**config.mk**
```make
export PLATFORM = sky130hd
export DESIGN_NAME = keypad_scanner
export DESIGN_NICKNAME = d
export VERILOG_FILES = /design/src/rtl/calc_pkg.sv /design/src/rtl/keypad_debounce.sv /design/src/rtl/keypad_scanner.sv
export SDC_FILE = /design/constraint.sdc
export NUM_CORES = 1
export LEC_CHECK = 0
export CORE_ASPECT_RATIO = 0.5
export CORE_MARGIN = 5
export CORE_UTILIZATION = 64
export DETAILED_ROUTE_END_ITERATION = 7
export GPL_TIMING_DRIVEN = 0
export PLACE_DENSITY = 0.84
export SLEW_MARGIN = 5
export SYNTH_ARGS = -nofsm -noshare
export SYNTH_HDL_FRONTEND = slang
export SYNTH_SLANG_ARGS = --single-unit
```
**constraint.sdc**
```tcl
create_clock -name clk -period 7.48 [get_ports clk]
set_input_delay 1.122 -clock clk [delete_from_list [all_inputs] [get_ports clk]]
set_output_delay 1.122 -clock clk [all_outputs]
set_load 0.005 [all_outputs]
```
**src/rtl/calc_pkg.sv**
```systemverilog
// Shared calculator definitions: keypad legend map, function key codes and
// the scanner FSM states, plus small bit-vector helpers.
package calc_pkg;

    localparam logic [3:0] KEY_NEG = 4'hA;
    localparam logic [3:0] KEY_EQ  = 4'hB;
    localparam logic [3:0] KEY_ADD = 4'hC;
    localparam logic [3:0] KEY_SUB = 4'hD;
    localparam logic [3:0] KEY_MUL = 4'hE;
    localparam logic [3:0] KEY_DIV = 4'hF;

    // Entry 4*col+row holds the legend printed on that key.
    localparam logic [15:0][3:0] KEY_MAP = {
        4'hD, 4'hC, 4'hB, 4'hA,   // col3
        4'hE, 4'h9, 4'h6, 4'h3,   // col2
        4'hF, 4'h8, 4'h5, 4'h2,   // col1
        4'h0, 4'h7, 4'h4, 4'h1    // col0
    };

    typedef enum logic [1:0] {
        ST_IDLE,
        ST_PRESSED,
        ST_BLOCKED
    } scan_state_e;

    function automatic logic [4:0] popcount16(input logic [15:0] v);
        logic [4:0] n;
        n = '0;
        for (int i = 0; i < 16; i++) n = n + {4'd0, v[i]};
        return n;
    endfunction

    function automatic logic [3:0] first_set(input logic [15:0] v);
        logic [3:0] idx;
        idx = '0;
        for (int i = 15; i >= 0; i--) if (v[i]) idx = 4'(i);
        return idx;
    endfunction

endpackage

```
**src/rtl/keypad_debounce.sv**
```systemverilog
// Full-scan snapshot debouncer: a snapshot must repeat on DEBOUNCE_SCANS
// consecutive commits before it is copied into the stable register.
module keypad_debounce #(
    parameter int DEBOUNCE_SCANS = 4
) (
    input  logic        clk,
    input  logic        rst,
    input  logic        commit_i,
    input  logic [15:0] snap_i,
    output logic [15:0] stable_o,
    output logic        update_o
);
    import calc_pkg::*;

    if (DEBOUNCE_SCANS < 2) begin : g_bad_param
        $fatal(1, "keypad_debounce: DEBOUNCE_SCANS must be >= 2");
    end

    localparam int CW = $clog2(DEBOUNCE_SCANS);
    localparam logic [CW-1:0] CNT_MAX = CW'(DEBOUNCE_SCANS - 1);

    logic [15:0]   prev_q, stable_q, stable_d;
    logic [CW-1:0] cnt_q, cnt_d;
    logic          upd_q, upd_d;

    always_comb begin
        cnt_d    = cnt_q;
        stable_d = stable_q;
        upd_d    = 1'b0;
        if (commit_i) begin
            if (snap_i == prev_q) cnt_d = (cnt_q == CNT_MAX) ? cnt_q : cnt_q + 1'b1;
            else                  cnt_d = '0;
            if (cnt_d == CNT_MAX) begin
                stable_d = snap_i;
                upd_d    = 1'b1;
            end
        end
    end

    always_ff @(posedge clk or posedge rst) begin
        if (rst) begin
            prev_q   <= '0;
            cnt_q    <= '0;
            stable_q <= '0;
            upd_q    <= 1'b0;
        end else begin
            if (commit_i) prev_q <= snap_i;
            cnt_q    <= cnt_d;
            stable_q <= stable_d;
            upd_q    <= upd_d;
        end
    end

    assign stable_o = stable_q;
    assign update_o = upd_q;

endmodule

```
**src/rtl/keypad_scanner.sv**
```systemverilog
// 4x4 matrix keypad scanner: drives one column low at a time, samples rows,
// debounces full-scan snapshots and strobes out one hex code per clean press.
module keypad_scanner #(
    parameter int SCAN_CYCLES    = 1000,
    parameter int DEBOUNCE_SCANS = 4
) (
    input  logic       clk,
    input  logic       rst,
    output logic [3:0] col,
    input  logic [3:0] row,
    output logic [3:0] key_code,
    output logic       key_valid,
    output logic       key_held,
    output logic       multi_key
);
    import calc_pkg::*;

    if (SCAN_CYCLES < 4) begin : g_bad_param
        $fatal(1, "keypad_scanner: SCAN_CYCLES must be >= 4");
    end

    localparam int CW = $clog2(SCAN_CYCLES);
    localparam logic [CW-1:0] SLOT_LAST = CW'(SCAN_CYCLES - 1);

    logic [3:0]    row_s1_q, row_s2_q;
    logic [CW-1:0] cyc_q, cyc_d;
    logic [1:0]    col_q, col_d;
    logic [11:0]   work_q, work_d;
    logic          slot_end, commit;
    logic [15:0]   snap, stable;
    logic          stable_upd;
    logic [4:0]    pop;

    scan_state_e   state_q, state_d;
    logic [3:0]    key_code_q, key_code_d;
    logic          key_valid_q, key_valid_d;

    assign slot_end = (cyc_q == SLOT_LAST);
    assign commit   = slot_end && (col_q == 2'd3);
    // Column 3 is folded in straight from the synchronizer on the commit cycle.
    assign snap     = {~row_s2_q, work_q};

    always_comb begin
        cyc_d  = slot_end ? '0 : cyc_q + 1'b1;
        col_d  = slot_end ? col_q + 2'd1 : col_q;
        work_d = work_q;
        if (slot_end && col_q != 2'd3) work_d[{col_q, 2'b00} +: 4] = ~row_s2_q;
    end

    always_comb begin
        col        = 4'hF;
        col[col_q] = 1'b0;
    end

    keypad_debounce #(.DEBOUNCE_SCANS(DEBOUNCE_SCANS)) u_debounce (
        .clk      (clk),
        .rst      (rst),
        .commit_i (commit),
        .snap_i   (snap),
        .stable_o (stable),
        .update_o (stable_upd)
    );

    assign pop = popcount16(stable);

    // After an accept, only a full release re-arms the scanner.
    always_comb begin
        state_d     = state_q;
        key_code_d  = key_code_q;
        key_valid_d = 1'b0;
        if (stable_upd) begin
            case (state_q)
                ST_IDLE: begin
                    if (pop == 5'd1) begin
                        key_code_d  = KEY_MAP[first_set(stable)];
                        key_valid_d = 1'b1;
                        state_d     = ST_PRESSED;
                    end else if (pop > 5'd1) begin
                        state_d = ST_BLOCKED;
                    end
                end
                ST_PRESSED, ST_BLOCKED: if (stable == '0) state_d = ST_IDLE;
                default: state_d = ST_IDLE;
            endcase
        end
    end

    always_ff @(posedge clk or posedge rst) begin
        if (rst) begin
            row_s1_q    <= 4'hF;
            row_s2_q    <= 4'hF;
            cyc_q       <= '0;
            col_q       <= '0;
            work_q      <= '0;
            state_q     <= ST_IDLE;
            key_code_q  <= '0;
            key_valid_q <= 1'b0;
        end else begin
            row_s1_q    <= row;
            row_s2_q    <= row_s1_q;
            cyc_q       <= cyc_d;
            col_q       <= col_d;
            work_q      <= work_d;
            state_q     <= state_d;
            key_code_q  <= key_code_d;
            key_valid_q <= key_valid_d;
        end
    end

    assign key_code  = key_code_q;
    assign key_valid = key_valid_q;
    assign key_held  = (state_q == ST_PRESSED);
    assign multi_key = (pop > 5'd1);

endmodule

```
==> run summary <==
==========================================================================================
Result of the run                                                             finished clean
Count of unresolved DRC violations after routing                                         0
Share of final-layout standard cells stronger than drive strength 1                  0.155
Total number of H-tree levels                                                            3
Die X-Extent                                                                        119 um
Area of all sequential standard cells                                            1860 um^2
CTS tree                                                                              done
Worst R2R Start                                                               u_debounce.stable_o[0]
Sinks on the clock net                                                                  74
Vias after detailed routing                                                           2611
Total area of multi-input combinational cells                                    1810 um^2
Post-synthesis share of cell area spent on and, or, nand and nor gates               0.139
Average via count per standard cell                                                   5.93
Cell count after synthesis                                                             336
Area after DPL                                                                   4070 um^2
Synthesized area divided by synthesized cell count                               11.4 um^2
Worst-case vdd ir drop                                                              158 uV
Cells after DPL                                                                        425
Adder-cell share of the synthesized area                                             0.108
Kind of critical path                                                         flip-flop to output pin
Transition at the pin with the smallest max-transition slack                      0.859 ns
R2r worst-path depth                                                                    13
Antenna cell count                                                                       0
Post-Route Setup TNS                                                                  0 ns
Number of enable-type register cells in the synthesized netlist                          0
Beginning of the critical path                                                u_debounce.stable_o[0]
Overall die height                                                                 64.6 um
First-pass GRT wire length                                                        13300 um
Arrival time at the worst endpoint                                                 4.54 ns
Die area                                                                         7700 um^2
Area Overhead vs Synth                                                               13.7%
RSZ-0062 raised after global routing                                                    no
Count of distinct cell types in the synthesized netlist                                 47
Final ANT Viol Nets                                                                      0
Clock latency at the later pin of the worst-skew pair                              0.34 ns
Worst-case clock buffer depth                                                            2
Class of the worst hold path                                                  flip-flop to flip-flop
Weighted congestion reported at the end of routability-driven placement              0.912
Utilization of the core after routing                                                0.770
Tightest slew margin relative to the limit                                           0.428
Cell at the root of the clock tree                                               clkbuf_16
# Max-Cap Violations                                                                     0
First-iteration detailed-routing DRC count                                             181
Finished Cell Area                                                               4340 um^2
Non-filler cells, final                                                                440
Pin count of the biggest net entering global routing                                    75
Filler cell count in the final layout                                                  342
Register-to-register path setup slack                                              2.84 ns
Area share of xor/xnor cells in the synthesized design                              0.0551
Number of global-route vias before repair                                             2775
Leakage                                                                            2.04 nW
Setup Skew                                                                      0.00911 ns
Clock edge transition at the registers on the reported setup and hold paths        0.05 ns
Detailed-routing iteration count for the pre-antenna-repair pass                         4
Min cycle time layout                                                              5.66 ns
I/O pin total                                                                           17
Area of the placeable core                                                       5630 um^2
Wire length per cell after detailed routing                                        17.3 um
Number of antenna violations at the first check in global routing                        0
Global-route usage over all layers                                                   0.222
Startpoint Class                                                                 flip-flop
Multiplexer share of the synthesized area                                           0.0931
Ratio of final minimum period to clock period                                        0.757
Number of nets produced by synthesis                                                   368
Synth Flop Type                                                                    dfrtp_1
Setup crit end                                                                   multi_key
Synthesized-area fraction occupied by ao, oa, aoi and oai cells                     0.0784
Max Clock Freq                                                                   0.177 GHz
Count of standard-cell rows                                                             19
Cells resized by post-CTS repair                                                         0
Pre-CTS setup slack                                                                2.14 ns
Total global routing overflow                                                            0
Final Hold Fails                                                                         0
Number of warnings reported in the yosys synthesis log                                   0
Data required, critical path                                                       6.36 ns
Post-CTS Repair Setup Buffers                                                            0
Post-synthesis register bit count                                                       74
Detailed-route wire length                                                         7630 um
# hold bufs at CTS                                                                       0
Setup-failing EPs final                                                                  0
Largest family of logic cells by synthesized area                             simple AND/OR/NAND/NOR gates
Netlist area before placement                                                    3810 um^2
Max Fanout on Critical Path                                                              7
Final net count                                                                        395
Post-DP HPWL                                                                       5400 um
Share of flip-flops with an asynchronous set or reset after synthesis                 1.00
Max Slew Vio Count                                                                       0
Number of buffers inserted by port buffering                                            16
P per Cell Area                                                                185 nW/um^2
Final Worst Setup Slack                                                            1.82 ns
Initial cell density of the core                                                     0.677
Clock buffer count from CTS                                                              9
Capturing point of the worst reg2reg path                                      key_code[3]
Register area share after synthesis                                                  0.488
Nature of the critical path endpoint                                            output pin
==========================================================================================
==> metrics by stage <==
step           total power, W  hold WS [ns]
3_5_place_dp         0.000427         0.347
3_3_place_gp         0.000427         0.346
5_1_grt              0.000832         0.358
6_report             0.000804         0.354
4_1_cts              0.000810         0.355
2_1_floorplan        0.000421         0.345
==> cells by family (layout without fill, tap and decap cells) <==
| group | after synthesis | count (layout) |
|---|---|---|
| simple gates | 100 | 100 |
| mux | 30 | 30 |
| xor+xnor | 24 | 24 |
| fa+ha+maj | 27 | 27 |
| flops | 74 | 74 |
| buf+inv | 36 | 67 |
| compound gates | 45 | 45 |
==> flip-flops by register name, indices dropped and copies added, names as in the netlist <==
register and flops:
row_s2_q 4, cyc_q 10, u_debounce.update_o 1, work_q 12, u_debounce.prev_q 16, key_code 4, u_debounce.stable_o 16, row_s1_q 4
u_debounce.cnt_q 2, state_q 2, key_valid 1, col_q 2
==> area by class of cell <==
cell class	instances	share of cell area
Clock buffer	10	0.0551
Timing Repair Buffer	16	0.0369
Inverter	32	0.0283
Multi-Input combinational cell	226	0.416
Tap cell	73	0.0210
Clock inverter	5	0.00721
Sequential cell	74	0.429
Buffer	4	0.00606
==> worst min path at each step <==
| stage | startpoint | endpoint | slack, ns | cells after the start |
|---|---|---|---|---|
| 2_1_floorplan | row_s1_q[0] | row_s2_q[0] | 0.35 | 0 |
| 3_3_place_gp | row_s1_q[2] | row_s2_q[2] | 0.35 | 0 |
| 3_5_place_dp | row_s1_q[3] | row_s2_q[3] | 0.35 | 0 |
| 4_1_cts | row_s1_q[3] | row_s2_q[3] | 0.35 | 0 |
| 5_1_grt | row_s1_q[0] | row_s2_q[0] | 0.36 | 0 |
| 6_report | row_s1_q[3] | row_s2_q[3] | 0.35 | 0 |
==> where the power goes <==
part	internal, W	switching (W)	total (W)	leakage [nW]
sequential	0.000405	0.00000299	0.000408	0.992
clock	0.000229	0.000155	0.000384	0.124
combinational	0.00000341	0.00000863	0.0000120	0.921
==> layer usage <==
metal | vias to the layer above | track usage | routed length [um]
met3 | 14 | 0.0660 | 423
li1 | 1224 | - | -
met1 | 1292 | 0.273 | 3440
met5 | - | 0 | 0
met2 | 81 | 0.373 | 3610
met4 | 0 | 0.0895 | 161
==> synthesized netlist by cell type (2+ instances only) <==
library cell	number	area, um^2
dfrtp_1	66	1650
inv_1	32	120
nand2_1	31	116
mux2_2	20	225
nor2_1	20	75.1
ha_1	16	200
xnor2_1	15	131
o31ai_1	13	97.6
fa_1	10	200
nand3_1	9	45.0
o21ai_0	9	45.0
xor2_1	9	78.8
a21oi_1	8	40.0
dfstp_2	8	210
mux2_4	6	90.1
nor4_1	6	37.5
nand4_1	5	31.3
a31oi_1	4	25.0
mux2i_1	4	40.0
nor2b_1	4	25.0
nor3_1	4	20.0
and3_1	3	18.8
or3_1	3	18.8
and2_1	2	12.5
and4_1	2	17.5
clkbuf_1	2	7.51
nand2b_1	2	12.5
o311ai_0	2	17.5
or2_2	2	12.5
or4_1	2	15.0
==> critical path, cell delays in order (launching register included) <==
cell             delay (ns)
dfrtp_1                0.47
fa_1                   0.57
inv_1                  0.06
fa_1                   0.48
fa_1                   0.54
fa_1                   0.41
inv_1                  0.06
ha_1                   0.16
inv_1                  0.06
fa_1                   0.37
nor2b_1                0.14
a31oi_1                0.22
or2_2                  0.18
clkdlybuf4s50_1        0.50
==> cells in the final DEF, fill, tap and decap left out, drive strengths merged, types with 3 or more instances in the layout <==
cell type	synthesis	layout
a21oi	8	8
a31oi	4	4
and3	3	3
clkbuf	2	12
clkdlybuf4s50	0	16
clkinvlp	0	3
dfrtp	66	66
dfstp	8	8
fa	10	10
ha	16	16
inv	32	32
mux2	26	26
mux2i	4	4
nand2	31	31
nand3	10	10
nand4	5	5
nor2	20	20
nor2b	4	4
nor3	4	4
nor4	8	8
o21ai	10	10
o31ai	13	13
or3	3	3
xnor2	15	15
xor2	9	9
No activity file was read; power rests on OpenSTA's default activity.
